## config.mk

```make
export PLATFORM = sky130hd
export DESIGN_NAME = serial_adder
export DESIGN_NICKNAME = d
export VERILOG_FILES = /design/src/rtl/serial_adder.sv
export SDC_FILE = /design/constraint.sdc
export NUM_CORES = 1
export LEC_CHECK = 0
export ABC_CLOCK_PERIOD_IN_PS = 2500
export BUFFER_PORTS_ARGS = -buffer_cell sky130_fd_sc_hd__buf_2
export CAP_MARGIN = 20
export CORE_ASPECT_RATIO = 0.8
export CORE_MARGIN = 4
export CORE_UTILIZATION = 28
export DETAILED_ROUTE_END_ITERATION = 10
export PLACE_DENSITY = 0.58
export SETUP_SLACK_MARGIN = 0.02
export SYNTH_ARGS = -nofsm -noshare
export SYNTH_HDL_FRONTEND = slang
export SYNTH_SLANG_ARGS = --single-unit
```

## constraint.sdc

```tcl
create_clock -name clk -period 2.5 [get_ports clk]
set_clock_uncertainty 0.15 [all_clocks]
set_input_delay 0.125 -clock clk [delete_from_list [all_inputs] [get_ports clk]]
set_output_delay 0.125 -clock clk [all_outputs]
set_load 0.01 [all_outputs]
```

## src/rtl/serial_adder.sv

```systemverilog
// serial_adder: digit-serial adder/subtractor.
// Processes two WIDTH-bit operands DIGIT bits per clock through one
// DIGIT-bit adder slice and a registered carry. Each operation takes N = WIDTH/DIGIT cycles.
//
// Ports:
//   clk         rising-edge clock
//   rst         synchronous active-high reset; also aborts an operation in flight
//   start       request an operation; sampled only when busy=0 (IDLE or DONE)
//   a, b        operands, captured on the accepting edge
//   cin         carry-in for add mode; ignored when sub=1
//   sub         0: a+b+cin, 1: a-b (a+~b+1)
//   busy        high during the N compute cycles
//   done        one-cycle pulse when s/cout/ovf are updated
//   s           result modulo 2^WIDTH
//   cout        carry out of the MSB (no-borrow flag in sub mode)
//   ovf         two's-complement overflow

// One DIGIT-bit full-adder slice. cm is the carry into the slice's top bit,
// recovered from that bit's sum and its two input bits.
module serial_adder_slice #(
  parameter int DIGIT = 1
) (
  input  logic [DIGIT-1:0] a,
  input  logic [DIGIT-1:0] b,
  input  logic             ci,
  output logic [DIGIT-1:0] s,
  output logic             co,
  output logic             cm
);
  assign {co, s} = {1'b0, a} + {1'b0, b} + {{DIGIT{1'b0}}, ci};
  assign cm      = s[DIGIT-1] ^ a[DIGIT-1] ^ b[DIGIT-1];
endmodule

module serial_adder #(
  parameter int WIDTH = 8,
  parameter int DIGIT = 1
) (
  input  logic             clk,
  input  logic             rst,
  input  logic             start,
  input  logic [WIDTH-1:0] a,
  input  logic [WIDTH-1:0] b,
  input  logic             cin,
  input  logic             sub,
  output logic             busy,
  output logic             done,
  output logic [WIDTH-1:0] s,
  output logic             cout,
  output logic             ovf
);
  localparam int N  = WIDTH / DIGIT;
  localparam int CW = (N > 1) ? $clog2(N) : 1;
  localparam logic [CW-1:0] K_LAST = CW'(N - 1);

  typedef enum logic [1:0] {IDLE, RUN, DONE} state_t;

  state_t           state;
  logic [WIDTH-1:0] a_q, b_q;   // b_q already holds ~b in sub mode
  logic [WIDTH-1:0] res_q, res_nx;
  logic             c_q;
  logic [CW-1:0]    k;

  logic [DIGIT-1:0] sum_d;
  logic             co_d, cm_d;

  serial_adder_slice #(.DIGIT(DIGIT)) u_slice (
    .a  (a_q[k*DIGIT +: DIGIT]),
    .b  (b_q[k*DIGIT +: DIGIT]),
    .ci (c_q),
    .s  (sum_d),
    .co (co_d),
    .cm (cm_d)
  );

  // Internal result with the current digit merged in; on the last digit this
  // is the complete result, so s can be loaded in the same edge.
  always_comb begin
    res_nx = res_q;
    res_nx[k*DIGIT +: DIGIT] = sum_d;
  end

  always_ff @(posedge clk) begin
    if (rst) begin
      state <= IDLE;
      busy  <= 1'b0;
      done  <= 1'b0;
      s     <= '0;
      cout  <= 1'b0;
      ovf   <= 1'b0;
      a_q   <= '0;
      b_q   <= '0;
      res_q <= '0;
      c_q   <= 1'b0;
      k     <= '0;
    end else begin
      case (state)
        IDLE, DONE: begin
          done <= 1'b0;
          if (start) begin
            // The mode is folded into the operand and the initial carry,
            // so the datapath is the same adder in both modes.
            a_q   <= a;
            b_q   <= sub ? ~b : b;
            c_q   <= sub | cin;
            k     <= '0;
            busy  <= 1'b1;
            state <= RUN;
          end else begin
            state <= IDLE;
          end
        end
        RUN: begin
          res_q <= res_nx;
          c_q   <= co_d;
          if (k == K_LAST) begin
            s     <= res_nx;
            cout  <= co_d;
            ovf   <= cm_d ^ co_d;
            busy  <= 1'b0;
            done  <= 1'b1;
            state <= DONE;
          end else begin
            k <= k + 1'b1;
          end
        end
        default: state <= IDLE;
      endcase
    end
  end
endmodule

```

=== Yosys cells after proc, flatten, opt, wreduce, memory -nomap -nowiden ===
Index checks and enable logic that the tools add are counted.

* Output and inout port bits: 12
* Bits in registers: 42
* Word-level logic and storage cells: 54
* Input bits: 21

* Reductions and logical operators: 9
* Equality and inequality tests: 6
* Shift operators: 4
* Bitwise logic cells: 5
* Mux-type cells: 15
* Add/subtract/negate cells: 4

{| class="wikitable"
|+ Operator list
! operator !! number
|-
| negator 3 -> 34 bit || 1
|-
| variable shift 1 x 34 -> 8 bit (first input constant) || 1
|-
| variable part select 1 x 34 -> 8 bit || 1
|-
| variable part select 8 x 4 -> 1 bit || 2
|-
| bitwise mux 8 bit || 1
|-
| 2-to-1 mux 8 bit || 1
|-
| inverter 8 bit || 1
|-
| AND reduction 2 bit || 4
|-
| 2-to-1 mux 3 bit || 2
|-
| inequality test 2 bit (second input constant) || 3
|-
| case mux 1 bit (2 select lines) || 3
|-
| case mux 3 bit (2 select lines) || 1
|-
| AND reduction 3 bit || 2
|-
| 2-to-1 mux 1 bit || 5
|-
| case mux 2 bit (2 select lines) || 1
|-
| adder 3 x 1 -> 3 bit (second input constant) || 1
|-
| equality test 3 bit (second input constant) || 1
|-
| bitwise XOR 1 bit || 3
|-
| adder 1 x 1 -> 2 bit || 1
|-
| adder 2 x 1 -> 2 bit || 1
|-
| equality test 2 x 1 -> 1 bit (second input constant) || 1
|-
| equality test 2 bit (second input constant) || 1
|-
| zero test 2 bit || 1
|-
| 2-to-1 mux 2 bit || 1
|-
| 3 further kinds || 3
|}

=== Logic depth before layout (Yosys ltp) ===
Gate-level depths: netlist (run 1).

* Depth after elaboration: 6
* Mapped depth: 9
* Mapped depth without buffers: 7

=== Hierarchy ===
A second synthesis (run 1) with hierarchy kept.

* Cells, all modules: 237
* Area total of the unflattened synthesis: 2098.3 µm²

{| class="wikitable"
|+ Modules (own cells, without submodules)
! module !! sequential area each (µm²) !! instances !! area each (µm²) !! cells each
|-
| serial_adder || 840.8 || 1 || 2054.5 || 235
|-
| serial_adder_slice || 0.0 || 1 || 43.8 || 2
|}

=== Worst setup path before layout (run 1) ===
No wires, ideal clock.

* Path kind: reg2reg
* Start point: register k[0]
* End point: register res_q[4]
* Buffers on the path: 2
* Data required time: 2.264 ns
* Data arrival time: 2.526 ns
* Clock period less this slack: 2.761 ns
* Cell stages (with the launch flop): 9
* Slack: -0.261 ns
* Setup time: 0.086 ns
* Cell sequence: dfxtp_1 -> buf_6 -> mux4_2 -> mux2_4 -> fa_1 -> clkbuf_1 -> nor2b_1 -> mux2i_1 -> a211oi_1

* Longest elaborated chain between the ends: 5
* Elaborated cells between the ends (all ways): 8
* Classes of those cells: 3 x add/sub; 4 x shift; 1 x mux

{| class="wikitable"
|+ RTL lines
! what !! line !! RTL
|-
| start, declared || 61 || <nowiki>logic [CW-1:0] k;</nowiki>
|-
| start signal, assigned || 123 || <nowiki>k <= k + 1'b1;</nowiki>
|-
| variable part select 8 x 4 -> 1 bit, on equally long branches || 67, 68 ||
|-
| adder 1 x 1 -> 2 bit || 30 || <nowiki>assign {co, s} = {1'b0, a} + {1'b0, b} + {{DIGIT{1'b0}}, ci};</nowiki>
|-
| adder 2 x 1 -> 2 bit || 30 ||
|-
| variable part select 1 x 34 -> 8 bit || 79 || <nowiki>res_nx[k*DIGIT +: DIGIT] = sum_d;</nowiki>
|-
| bitwise mux 8 bit * || 79 ||
|-
| end signal, assigned || 113 || <nowiki>res_q <= res_nx;</nowiki>
|-
| end, declared || 59 || <nowiki>logic [WIDTH-1:0] res_q, res_nx;</nowiki>
|}

Mark *: on every way between the ends. The rest lies on a longest branch, timed or not.
A chain may end at the register's enable or synchronous reset.

=== Final worst setup path (run 1) ===
* Start point: register k[0]
* End point: register s[4]

* Longest elaborated chain between the ends: 5
* Elaborated cells between the ends (all ways): 10
* Classes of those cells: 3 x add/sub; 1 x eq/ne; 4 x shift; 1 x mux; 1 x reduce/logical

{| class="wikitable"
|+ RTL lines
! what !! line !! RTL
|-
| variable part select 8 x 4 -> 1 bit, on equally long branches || 67, 68 ||
|-
| adder 1 x 1 -> 2 bit || 30 ||
|-
| adder 2 x 1 -> 2 bit || 30 ||
|-
| variable part select 1 x 34 -> 8 bit || 79 ||
|-
| bitwise mux 8 bit || 79 ||
|-
| end signal, assigned || 116 || <nowiki>s <= res_nx;</nowiki>
|-
| end, declared || 47 || <nowiki>output logic [WIDTH-1:0] s,</nowiki>
|}

Parallel ways exist; a longest one is shown, timed or not.

==> out/qor.txt, run 1 <==
Outcome - completed
Pleak - 1.01 nW
Register area - 845 sq um
Syn Nets - 248
Fraction of the mapped netlist area in adder cells - 4.18%
Final antenna-violating net count - 0
First-pass DRT Iterations - 4
DRT iter0 DRCs - 64
VDD IR max - 0.264 mV
CP required - 2560 ps
Clock power share - 31.4%
Register area share after synthesis - 42.5%
Multi-input logic area - 0.00108 sq mm
Synth Instances - 221
Mux cell area share after synthesis - 10.3%
Share of post-route cells with drive strength above 1 - 25.4%
Full die area - 0.00848 sq mm
# IOs - 33
Crit Path Category - reg2reg
Max_cap viols - 0
Core ar. - 0.00686 sq mm
TritonCTS clock tree - yes
Synthesized area - 0.00198 sq mm
CP arrival - 2520 ps
Die X - 102 microns
CP Launch Point - k[0]
Synth async-reset ratio - 0%
Root Buffer - clkbuf_8
Crit start category - flop
Final core utilization - 37.4%
Via count - 1,673
CP Max Fanout - 6
Peak Freq - 406 MHz
P_sw - 380 uW
Unrepaired setup endpoints after global routing - true
Vias per Instance - 4.66
Worst r2r path cells - 6
Die H - 83.2 microns
Fin crit share - 98.4%
Seq pwr share - 50.2%
Number of synthesized flops with an enable pin - 0
Syn-to-layout area delta - 29.8%
CTS max path bufs - 2
Residual DRC - 0
Count of final setup violators - 0
# fillers - 713
DP Wirelength - 3.07 mm
P per Cell Area - 560 mW/mm^2
RR Startpoint - k[0]
Synth Area in Compound Gates - 12.7%
Clock transition at path regs - 80 ps
Clk_lat worst skew - 300 ps
PortBufs - 32
N_diodes - 0
Commonest cells after routing, fill and taps aside - 41 x dfxtp_1, 32 x buf_2, 31 x nand2_1, 30 x nor2_1
Initial Util - 28.8%
Distinct cells, synth - 33
Comb pwr share - 18.4%
Global-route wire length before repair - 7.47 mm
R2R Setup Slk - 40 ps
H-Tree Depth - 2
Grt total ovfl - 0
Largest net degree at the start of global routing - 43
Number of global-route vias before repair - 1,582
Hold Crit Class - in2reg
WL/cell - 12.1 microns
Xor/xnor share of the synthesized area - 4.81%
Warnings, synthesis - 0
Final Hold Viols - 0
Switch share - 26.4%
Crit path capture - s[4]
RR Endpoint - s[4]
Fin nets - 298
Rows - 27
Slew Limit Headroom - 46.7%
Sink Count - 42
CP endpoint kind - flop
Avg Cell Area, Syn - 8.95 sq um
Commonest non-fill, non-tap cell in the layout - dfxtp_1
Slew @ Worst Pin - 800 ps
Hold WS - 93.6 ps
Slew Limit Fails - 0
TritonCTS Buffers - 5
Synth Area in Simple Gates - 20.6%
Routed wire length - 4.36 mm
Gr usage total - 11.1%
Antenna violations before repair - 0
Period minus WS final - 2460 ps
Flops & latches, synth - 42
Largest family of logic cells by synthesized area - simple AND/OR/NAND/NOR gates
Final RePlAce weighted congestion - 0.779
Post-synth top flop - dfxtp_1
Int Pwr - 1.06 mW
per-stage QoR:
step	worst slack, ps	TNS, ps	total power, mW	std cells	area (sq um)
2_1_floorplan	2.15	0	0.917	221	2000
3_5_place_dp	-9.28	-9.28	0.975	334	2260
5_1_grt	-69.1	-529	1.51	359	2570
3_3_place_gp	52.7	0	0.971	334	2260
4_1_cts	22.0	0	1.46	359	2530
6_report	39.3	0	1.44	359	2570
timing repair:
action                                 CTS  global route
pin swaps                                0             1
setup endpoints to repair               10            13
setup buffers                            1             0
endpoints found under the hold margin   16             0
resized for setup                        2             7
hold buffers                            16             0
power by group through the flow:
stage / combinational [mW] / sequential, mW / clock (mW)
finish: 0.264 / 0.722 / 0.451
detailed placement: 0.237 / 0.738 / 0
floorplan: 0.187 / 0.730 / 0
global route: 0.295 / 0.726 / 0.492
CTS: 0.263 / 0.722 / 0.471
global placement: 0.234 / 0.738 / 0
synthesized netlist by cell type (3+ instances only):
| master | n | share of area [%] |
|---|---|---|
| mux2i_1 | 9 | 4.6 |
| nand2_1 | 31 | 5.9 |
| nor3b_1 | 3 | 1.1 |
| nor2b_1 | 3 | 0.95 |
| inv_1 | 4 | 0.76 |
| a311oi_1 | 3 | 1.3 |
| nand3_1 | 8 | 2.0 |
| dfxtp_1 | 42 | 43 |
| clkbuf_1 | 12 | 2.3 |
| nor2_1 | 30 | 5.7 |
| ha_1 | 5 | 3.2 |
| buf_2 | 3 | 0.76 |
| a21oi_1 | 16 | 4.1 |
| nor3_1 | 5 | 1.3 |
| xnor2_1 | 9 | 4.0 |
| a211oi_1 | 17 | 6.5 |
kinds of logic (layout without fill, tap and decap cells):
kind of cell,Yosys count,in the layout
simple gates,89,89
flops,42,42
compound gates,38,38
buf+inv,22,73
mux,14,14
xor+xnor,10,10
fa+ha+maj,6,6
flip-flops by register name, indices dropped and copies added, names as in the netlist:
name	count
a_q	8
b_q	8
busy	1
c_q	1
cout	1
done	1
k	3
ovf	1
res_q	8
s	8
state	2
worst min path at each step:
stage / from / endpoint / slack, ps / depth (start not counted)
floorplan: a[0] / a_q[0] / 110 / 2
global placement: a[7] / a_q[7] / 220 / 3
detailed placement: a[5] / a_q[5] / 230 / 3
CTS: cin / c_q / 110 / 3
global route: cin / c_q / 140 / 3
finish: cin / c_q / 90 / 3
final cells by class:
class                   count  area share (%)
repair buffers             61            16.4
flip-flops and latches     42            32.9
clock inverters             1           0.195
inverters                   4           0.585
well taps                  87            4.24
multi-input cells         157            42.3
clock buffers               7            3.36
critical path: stages (launching register included):
cell      delay (ps)
dfxtp_4          400
mux4_2           500
mux2_4           290
fa_1             530
nor2b_4          190
mux2i_1          110
a211oi_1         210
routing by layer:
metal | GRT usage, % | vias up | part of all wire, %
met1 | 15.6 | 775 | 52
met4 | 5.60 | 0 | 2.3
met2 | 15.8 | 31 | 42
met5 | 0 | - | 0
met3 | 2.60 | 7 | 3.4
li1 | - | 860 | -
Power figures use the tool's default switching activity.
==> inputs of run 2 (changes only) <==
- ABC_AREA: unset -> 1
- CELL_PAD_IN_SITES_DETAIL_PLACEMENT: unset -> 2
- CELL_PAD_IN_SITES_GLOBAL_PLACEMENT: unset -> 2
- PLACE_DENSITY: 0.58 -> 0.85
==> run 2 against run 1 <==
- count of clock-buffer cells in the layout is 1 higher
- clock power is 15% higher
- global-route usage increased by 4.9 points
- via count is 21% higher
- utilization is 0.28 points higher
- cell area rose by 2.2%
- flip-flop and latch count stayed put
- die area rose by 2.5%
- sequential share of layout area is 0.72 points lower
- synthesized cell count rose by 25%
- final cell count rose by 16%
- critical path type unchanged
- highest routed layer unchanged
==> out/qor.txt, run 2 <==
# IOs - 33 (unchanged)
Slew Limit Fails - 0 (unchanged)
Layout Cells excl Fill - 417 (was 359)
Antenna violations before repair - 0 (unchanged)
Flops & latches, synth - 42 (unchanged)
PortBufs - 32 (unchanged)
Warnings, synthesis - 0 (unchanged)
Clock transition at path regs - 80 ps (about the same)
Met1 usage - 20.3% (was 15.6%)
Synth Instances - 276 (was 221)
Clk_lat worst skew - 290 ps (was 300 ps)
GR peak layer - met2 (unchanged)
Global Route met3 Usage - 2.82% (was 2.60%)
Rows - 27 (unchanged)
Number of global-route vias before repair - 2,246 (was 1,582)
Sink Count - 42 (unchanged)
P per Cell Area - 628 mW/mm^2 (was 560 mW/mm^2)
First-pass DRT Iterations - 4 (unchanged)
Period minus WS final - 2360 ps (was 2460 ps)
CP required - 2590 ps (was 2560 ps)
Peak Freq - 424 MHz (was 406 MHz)
CP arrival - 2450 ps (was 2520 ps)
Crit start category - flop (unchanged)
Buf/Inv on CP - 2 (was 0)
Avg Cell Area, Syn - 7.36 sq um (was 8.95 sq um)
TritonCTS Buffers - 5 (unchanged)
Hold Crit Class - in2reg (unchanged)
Hold WS - 2.75 ps (was 93.6 ps)
Top post-synthesis cells by area - dfxtp_1 41%, nand2_1 8.5%, inv_1 6.8% (was dfxtp_1 43%, a211oi_1 6.5%, nand2_1 5.9%)
Final setup TNS - 0 ps (unchanged)
Synth cell count leaders - 46 x nand2_1, 42 x dfxtp_1, 37 x inv_1 (was 42 x dfxtp_1, 31 x nand2_1, 30 x nor2_1)
Top delay family on crit path - adder cells (was multiplexers)
Synthesized area - 0.00203 sq mm (was 0.00198 sq mm)
Final RePlAce weighted congestion - 0.764 (was 0.779)
Post-synth top flop - dfxtp_1 (unchanged)
Register area - 845 sq um (unchanged)
Synth async-reset ratio - 0% (unchanged)
CTS max path bufs - 2 (unchanged)
Met2 Use GR - 28.1% (was 15.8%)
Largest net degree at the start of global routing - 30 (was 43)
N_diodes - 0 (unchanged)
WL/cell - 15.9 microns (was 12.1 microns)
Via count - 2,031 (was 1,673)
Commonest cells after routing, fill and taps aside - 43 x nand2_1, 41 x dfxtp_1, 37 x inv_1, 32 x buf_2, 26 x o21ai_0 (was 41 x dfxtp_1, 32 x buf_2, 31 x nand2_1, 30 x nor2_1)
Final Hold Viols - 0 (unchanged)
Outcome - completed (unchanged)
Unrepaired setup endpoints after global routing - false (was true)
TritonCTS clock tree - yes (unchanged)
Syn Nets - 303 (was 248)
Number of synthesized flops with an enable pin - 0 (unchanged)
Commonest non-fill, non-tap cell in the layout - nand2_1 (was dfxtp_1)
Critical-path top delay cell - fa_1 (unchanged)
Pleak - 1.26 nW (was 1.01 nW)
Routed wire length - 6.62 mm (was 4.36 mm)
Multi-input logic area - 0.00101 sq mm (was 0.00108 sq mm)
VDD IR max - 0.182 mV (was 0.264 mV)
Share of post-route cells with drive strength above 1 - 20.9% (was 25.4%)
DRT iter0 DRCs - 89 (was 64)
# fillers - 825 (was 713)
Gr usage total - 16.1% (was 11.1%)
Placed cells - 392 (was 334)
H-Tree Depth - 2 (unchanged)
Syn-to-layout area delta - 29.2% (was 29.8%)
Grt total ovfl - 0 (unchanged)
Crit-path max cell delay - 560 ps (was 530 ps)
Post-synth top area cell - dfxtp_1 (unchanged)
Die X - 103 microns (was 102 microns)
Die H - 84.2 microns (was 83.2 microns)
Fin crit share - 94.4% (was 98.4%)
Worst-path cell chain - buf_4 -> nand2_1 -> nand3_1 -> a22o_1 -> fa_1 -> nand2_2 -> nor2_4 -> nand2_2 -> o21ai_4 -> o21ai_1 -> inv_1 (was mux4_2 -> mux2_4 -> fa_1 -> nor2b_4 -> mux2i_1 -> a211oi_1)
Distinct cells, synth - 24 (was 33)
Slew Limit Headroom - 46.2% (was 46.7%)
Initial Util - 29.2% (was 28.8%)
Crit path top cell by count - nand2_2
Core ar. - 0.00696 sq mm (was 0.00686 sq mm)
DP Wirelength - 4.53 mm (was 3.07 mm)
Register area share after synthesis - 41.4% (was 42.5%)
Crit Path Category - reg2reg (unchanged)
CP Max Fanout - 5 (was 6)
Slew @ Worst Pin - 806 ps (was 800 ps)
Max_cap viols - 0 (unchanged)
Final antenna-violating net count - 0 (unchanged)
Count leader, synth - nand2_1 (was dfxtp_1)
Global-route wire length before repair - 11.0 mm (was 7.47 mm)
Full die area - 0.00869 sq mm (was 0.00848 sq mm)
CP endpoint kind - flop (unchanged)
Root Buffer - clkbuf_8 (unchanged)
Residual DRC - 0 (unchanged)
Vias per Instance - 4.87 (was 4.66)
Proportion of netlist area held by the largest area contributor - 41.4% (was 42.5%)
Count of final setup violators - 0 (unchanged)
Fin nets - 356 (was 298)
==> run 2: changes by cell type after synthesis, sizes merged, moves of 5 or more <==
cell	before	now
o21ai	0	40
inv	4	40
a211oi	17	1
nand2	31	47
nand3	8	19
clkbuf	12	2
mux2i	9	0
nor2	30	21
a21oi	16	24
nor3	5	0
nor3b	5	0
==> run 2: worst paths after layout <==
check | slack (ps) | from | cells past startpoint | to
worst max-delay path | 140 | k[0] | 11 | res_q[3]
worst min-delay path | 3 | cin | 3 | c_q
worst max register to register | 140 | k[0] | 11 | res_q[3]
worst min register to register | 310 | busy | 2 | busy
==> run 2: area by class of cell <==
class / count / area share [%]
Clock buffer: 8 / 4.20
Tap cell: 87 / 4.15
Multi-Input combinational cell: 182 / 38.7
Sequential cell: 42 / 32.2
Timing Repair Buffer: 58 / 15.0
Inverter: 40 / 5.82
==> run 2: tightest hold or removal path: cells and delay by family <==
family / cells / cell delay, ps
AOI/OAI and AO/OA: 2 / 200
buffers and inverters: 1 / 80
==> run 2: cells by family (layout without fill, tap and decap cells) <==
| group | count (synthesis) | in the layout | synth area share (%) |
|---|---|---|---|
| flip-flops | 42 | 42 | 41.4 |
| adder cells (fa/ha/maj) | 6 | 6 | 4.07 |
| AND/OR/NAND/NOR | 92 | 92 | 20.0 |
| AO/OA/AOI/OAI | 75 | 75 | 19.8 |
| XOR/XNOR | 9 | 9 | 3.88 |
| buffers and inverters | 52 | 106 | 10.8 |
==> run 2: repair_timing <==
action                     4_1_cts  5_1_grt
resized for setup                2       13
hold endpoints to repair        15        0
pin swaps                        0        3
buffers inserted                 0        2
hold buffers                    15        0
setup endpoints to repair        7       15
==> run 2: report_power, final <==
group          leakage (nW)  internal (mW)  switching [mW]
Clock                0.0575          0.279           0.240
Combinational         0.852          0.149           0.243
Sequential            0.345          0.711          0.0254
==> run 2: stage by stage <==
stage	total power, mW	instance area, sq um	utilization, %	setup slack, ps
after floorplan	0.974	2030	-	386
final	1.65	2620	37.7	139
after detailed placement	1.09	2300	33.0	-22.5
after global placement	1.07	2300	33.0	83.6
after global routing	1.74	2620	37.7	28.5
after CTS	1.64	2560	36.8	57.0
==> run 2: per-layer routing <==
layer	vias to the layer above	part of all wire, %
li1	999	-
met1	996	48
met2	31	48
met3	5	2.7
met4	0	0.88
met5	-	0
==> inputs of run 3 (changes only) <==
- MAX_ROUTING_LAYER: unset -> met4
- SYNTH_HIERARCHICAL: unset -> 1
==> run 3 against run 2 <==
- the run now ends with negative setup slack left
- die area up 3.4%
- clock power down 4.6%
- count of clock-buffer cells in the layout down 1
- first-iteration DRC count up 43%
- cell area up 2.9%
- fmax down 13%
- final cell count up 4.8%
- non-clock buffer count up 1
- hold slack better by 120 ps
==> out/qor.txt, run 3 <==
Share of post-route cells with drive strength above 1 - 22.6% (was 20.9%)
PnR worst setup slack - -208 ps (was 139 ps)
Max_cap viols - 0 (unchanged)
CTS max path bufs - 2 (unchanged)
Clk_lat worst skew - 310 ps (was 290 ps)
Distinct cells, synth - 28 (was 24)
Full die area - 0.00899 sq mm (was 0.00869 sq mm)
VDD IR max - 0.227 mV (was 0.182 mV)
Synth async-reset ratio - 0% (unchanged)
Fin nets - 378 (was 356)
Final antenna-violating net count - 0 (unchanged)
Largest net degree at the start of global routing - 36 (was 30)
Slew Limit Headroom - 64.2% (was 46.2%)
Synth Instances - 296 (was 276)
CP required - 2600 ps (was 2590 ps)
Rows - 27 (unchanged)
Number of synthesized flops with an enable pin - 0 (unchanged)
Commonest cells after routing, fill and taps aside - 45 x nand2_1, 40 x nor2_1, 40 x dfxtp_1, 38 x o21ai_0, 33 x buf_2 (was 43 x nand2_1, 41 x dfxtp_1, 37 x inv_1, 32 x buf_2, 26 x o21ai_0)
Warnings, synthesis - 6 (was 0)
Unrepaired setup endpoints after global routing - true (was false)
Vias per Instance - 5.19 (was 4.87)
Grt total ovfl - 0 (unchanged)
CP Max Fanout - 5 (unchanged)
Post-synth top area cell - dfxtp_1 (unchanged)
Peak Freq - 369 MHz (was 424 MHz)
Layout Cells excl Fill - 437 (was 417)
Syn-to-layout area delta - 28.1% (was 29.2%)
HP Start - sub (was cin)
PortBufs - 32 (unchanged)
TritonCTS clock tree - yes (unchanged)
Register area - 846 sq um (was 845 sq um)
Crit-path max cell delay - 640 ps (was 560 ps)
P_sw - 588 uW (was 507 uW)
Slew Limit Fails - 0 (unchanged)
TritonCTS Buffers - 5 (unchanged)
P per Cell Area - 627 mW/mm^2 (was 628 mW/mm^2)
R2R Setup Slk - -210 ps (was 140 ps)
Placed cells - 410 (was 392)
Int Pwr - 1.10 mW (was 1.14 mW)
Hold Crit Class - in2reg (unchanged)
Sink Count - 42 (unchanged)
Global-route wire length before repair - 14.1 mm (was 11.0 mm)
# fillers - 837 (was 825)
Top delay family on crit path - simple AND/OR/NAND/NOR gates (was adder cells)
Final RePlAce weighted congestion - 0.756 (was 0.764)
Via count - 2,267 (was 2,031)
Avg Cell Area, Syn - 7.12 sq um (was 7.36 sq um)
# IOs - 33 (unchanged)
Core ar. - 0.00709 sq mm (was 0.00696 sq mm)
Slew @ Worst Pin - 536 ps (was 806 ps)
N_diodes - 0 (unchanged)
Crit path top cell by count - nand2_1 (was nand2_2)
Syn Nets - 325 (was 303)
Pre-CTS setup slack - 6.44 ps (was -22.5 ps)
Comb pwr share - 27.0% (was 23.8%)
Root Buffer - clkbuf_8 (unchanged)
Buf/Inv on CP - 3 (was 2)
Hold WS - 125 ps (was 2.75 ps)
CP arrival - 2810 ps (was 2450 ps)
WL/cell - 20.1 microns (was 15.9 microns)
Failing checks - negative setup slack
Flops & latches, synth - 42 (unchanged)
Multi-input logic area - 0.00111 sq mm (was 0.00101 sq mm)
Proportion of netlist area held by the largest area contributor - 39.9% (was 41.4%)
Final Hold Viols - 0 (unchanged)
Crit start category - flop (unchanged)
Clock transition at path regs - 90 ps (was 80 ps)
H-Tree Depth - 2 (unchanged)
Clock power share - 29.3% (was 31.5%)
Pleak - 1.22 nW (was 1.26 nW)
Register area share after synthesis - 39.9% (was 41.4%)
DP Wirelength - 4.92 mm (was 4.53 mm)
Antenna violations before repair - 0 (unchanged)
Gr usage total - 20.5% (was 16.1%)
DRT iter0 DRCs - 127 (was 89)
Fin crit share - 108% (was 94.4%)
Worst r2r path cells - 13 (was 11)
Initial Util - 29.7% (was 29.2%)
Synth cell count leaders - 50 x nand2_1, 42 x dfxtp_1, 42 x nor2_1 (was 46 x nand2_1, 42 x dfxtp_1, 37 x inv_1)
Count leader, synth - nand2_1 (unchanged)
Top post-synthesis cells by area - dfxtp_1 40%, o21ai_0 9.7%, nand2_1 8.9% (was dfxtp_1 41%, nand2_1 8.5%, inv_1 6.8%)
Worst-path cell chain - buf_6 -> o21ai_0 -> o21ai_1 -> nand2_1 -> nand2_2 -> fa_2 -> buf_4 -> nand2_1 -> nor2_2 -> nand3_2 -> nand3_1 -> nand2_1 -> inv_1 (was buf_4 -> nand2_1 -> nand3_1 -> a22o_1 -> fa_1 -> nand2_2 -> nor2_4 -> nand2_2 -> o21ai_4 -> o21ai_1 -> inv_1)
Switch share - 34.8% (was 30.8%)
Commonest non-fill, non-tap cell in the layout - nand2_1 (unchanged)
Residual DRC - 0 (unchanged)
Hold path endpoint - b_q[7] (was c_q)
Total Power - 1.69 mW (was 1.65 mW)
Final setup TNS - -1660 ps (was 0 ps)
RR Endpoint - res_q[0] (was res_q[3])
Routed wire length - 8.79 mm (was 6.62 mm)
Crit Path Category - reg2reg (unchanged)
CP endpoint kind - flop (unchanged)
RR Startpoint - k[0] (unchanged)
Critical-path top delay cell - fa_2 (was fa_1)
Die X - 105 microns (was 103 microns)
Outcome - finished, violations left (was completed)
CP Launch Point - k[0] (unchanged)
Hold path depth - 3 (unchanged)
Count of final setup violators - 16 (was 0)
First-pass DRT Iterations - 5 (was 4)
Period minus WS final - 2710 ps (was 2360 ps)
Number of global-route vias before repair - 2,553 (was 2,246)
Die H - 85.6 microns (was 84.2 microns)
Seq pwr share - 43.7% (was 44.7%)
Post-synth top flop - dfxtp_1 (unchanged)
Synthesized area - 0.00211 sq mm (was 0.00203 sq mm)
## run 3: cell types whose count changed after synthesis, sizes merged, moves of 4 or more
| cell | change |
|---|---|
| nand4 | -4 |
| o21bai | -4 |
| inv | -6 |
| nand2 | +7 |
| nor2 | +23 |
| a21oi | +4 |
| nand3 | -4 |
## run 3: cells by family (layout without fill, tap and decap cells)
family | Yosys count | after routing | share of synthesized area, %
XOR/XNOR | 9 | 9 | 3.74
flip-flops | 42 | 42 | 39.9
adder cells (fa/ha/maj) | 8 | 8 | 5.11
buffers and inverters | 47 | 101 | 9.86
AND/OR/NAND/NOR | 116 | 116 | 23.4
AO/OA/AOI/OAI | 74 | 74 | 18.0
## run 3: metrics by stage
stage | utilization, % | area, sq um
after floorplan | - | 2110
final | 38.0 | 2700
after CTS | 37.1 | 2640
after detailed placement | 33.2 | 2360
after global routing | 38.0 | 2700
after global placement | 33.2 | 2360
## run 3: worst max path at each step
stage                     depth (start not counted)        to
final                                            13  res_q[0]
after global routing                             15  res_q[0]
after CTS                                        15       ovf
after detailed placement                         15       ovf
after global placement                           13       ovf
after floorplan                                  14       ovf
## run 3: cell type report
type	instances	area share, %
multi-input cells	207	41.2
flip-flops and latches	42	31.3
repair buffers	59	15.1
inverters	34	4.82
well taps	87	4.03
clock buffers	7	3.20
clock inverters	1	0.325
## run 3: routing by layer
layer | GRT usage (%) | vias to the layer above | wire length (microns)
li1 | - | 1051 | -
met1 | 23.6 | 1138 | 3700
met2 | 36.8 | 53 | 4520
met3 | 2.71 | 25 | 303
met4 | 7.51 | 0 | 261
met5 | - | - | 0
## run 3: repair_timing
action                                  CTS  global route
cloned                                    0             1
hold buffers                             17             0
gates resized for setup                   8            16
endpoints found under the setup margin   11            17
hold endpoints to repair                 21             0
setup buffers                             0             1
pin swaps                                 2             7
## run 3: power by group through the flow
stage                     sequential, mW  clock [mW]  combinational, mW
after detailed placement           0.750           0              0.348
after global placement             0.749           0              0.325
final                              0.739       0.495              0.456
after global routing               0.744       0.526              0.502
after CTS                          0.736       0.500              0.390
after floorplan                    0.743           0              0.245
## run 3: worst register-to-register path, stage by stage (launching register included)
cell and delay, ps:
dfxtp_4 370, buf_6 130, o21ai_0 250, o21ai_1 120
nand2_1 100, nand2_2 110, fa_2 640, buf_4 170
nand2_1 70, nor2_2 140, nand3_2 130, nand3_1 140
nand2_1 80, inv_1 60
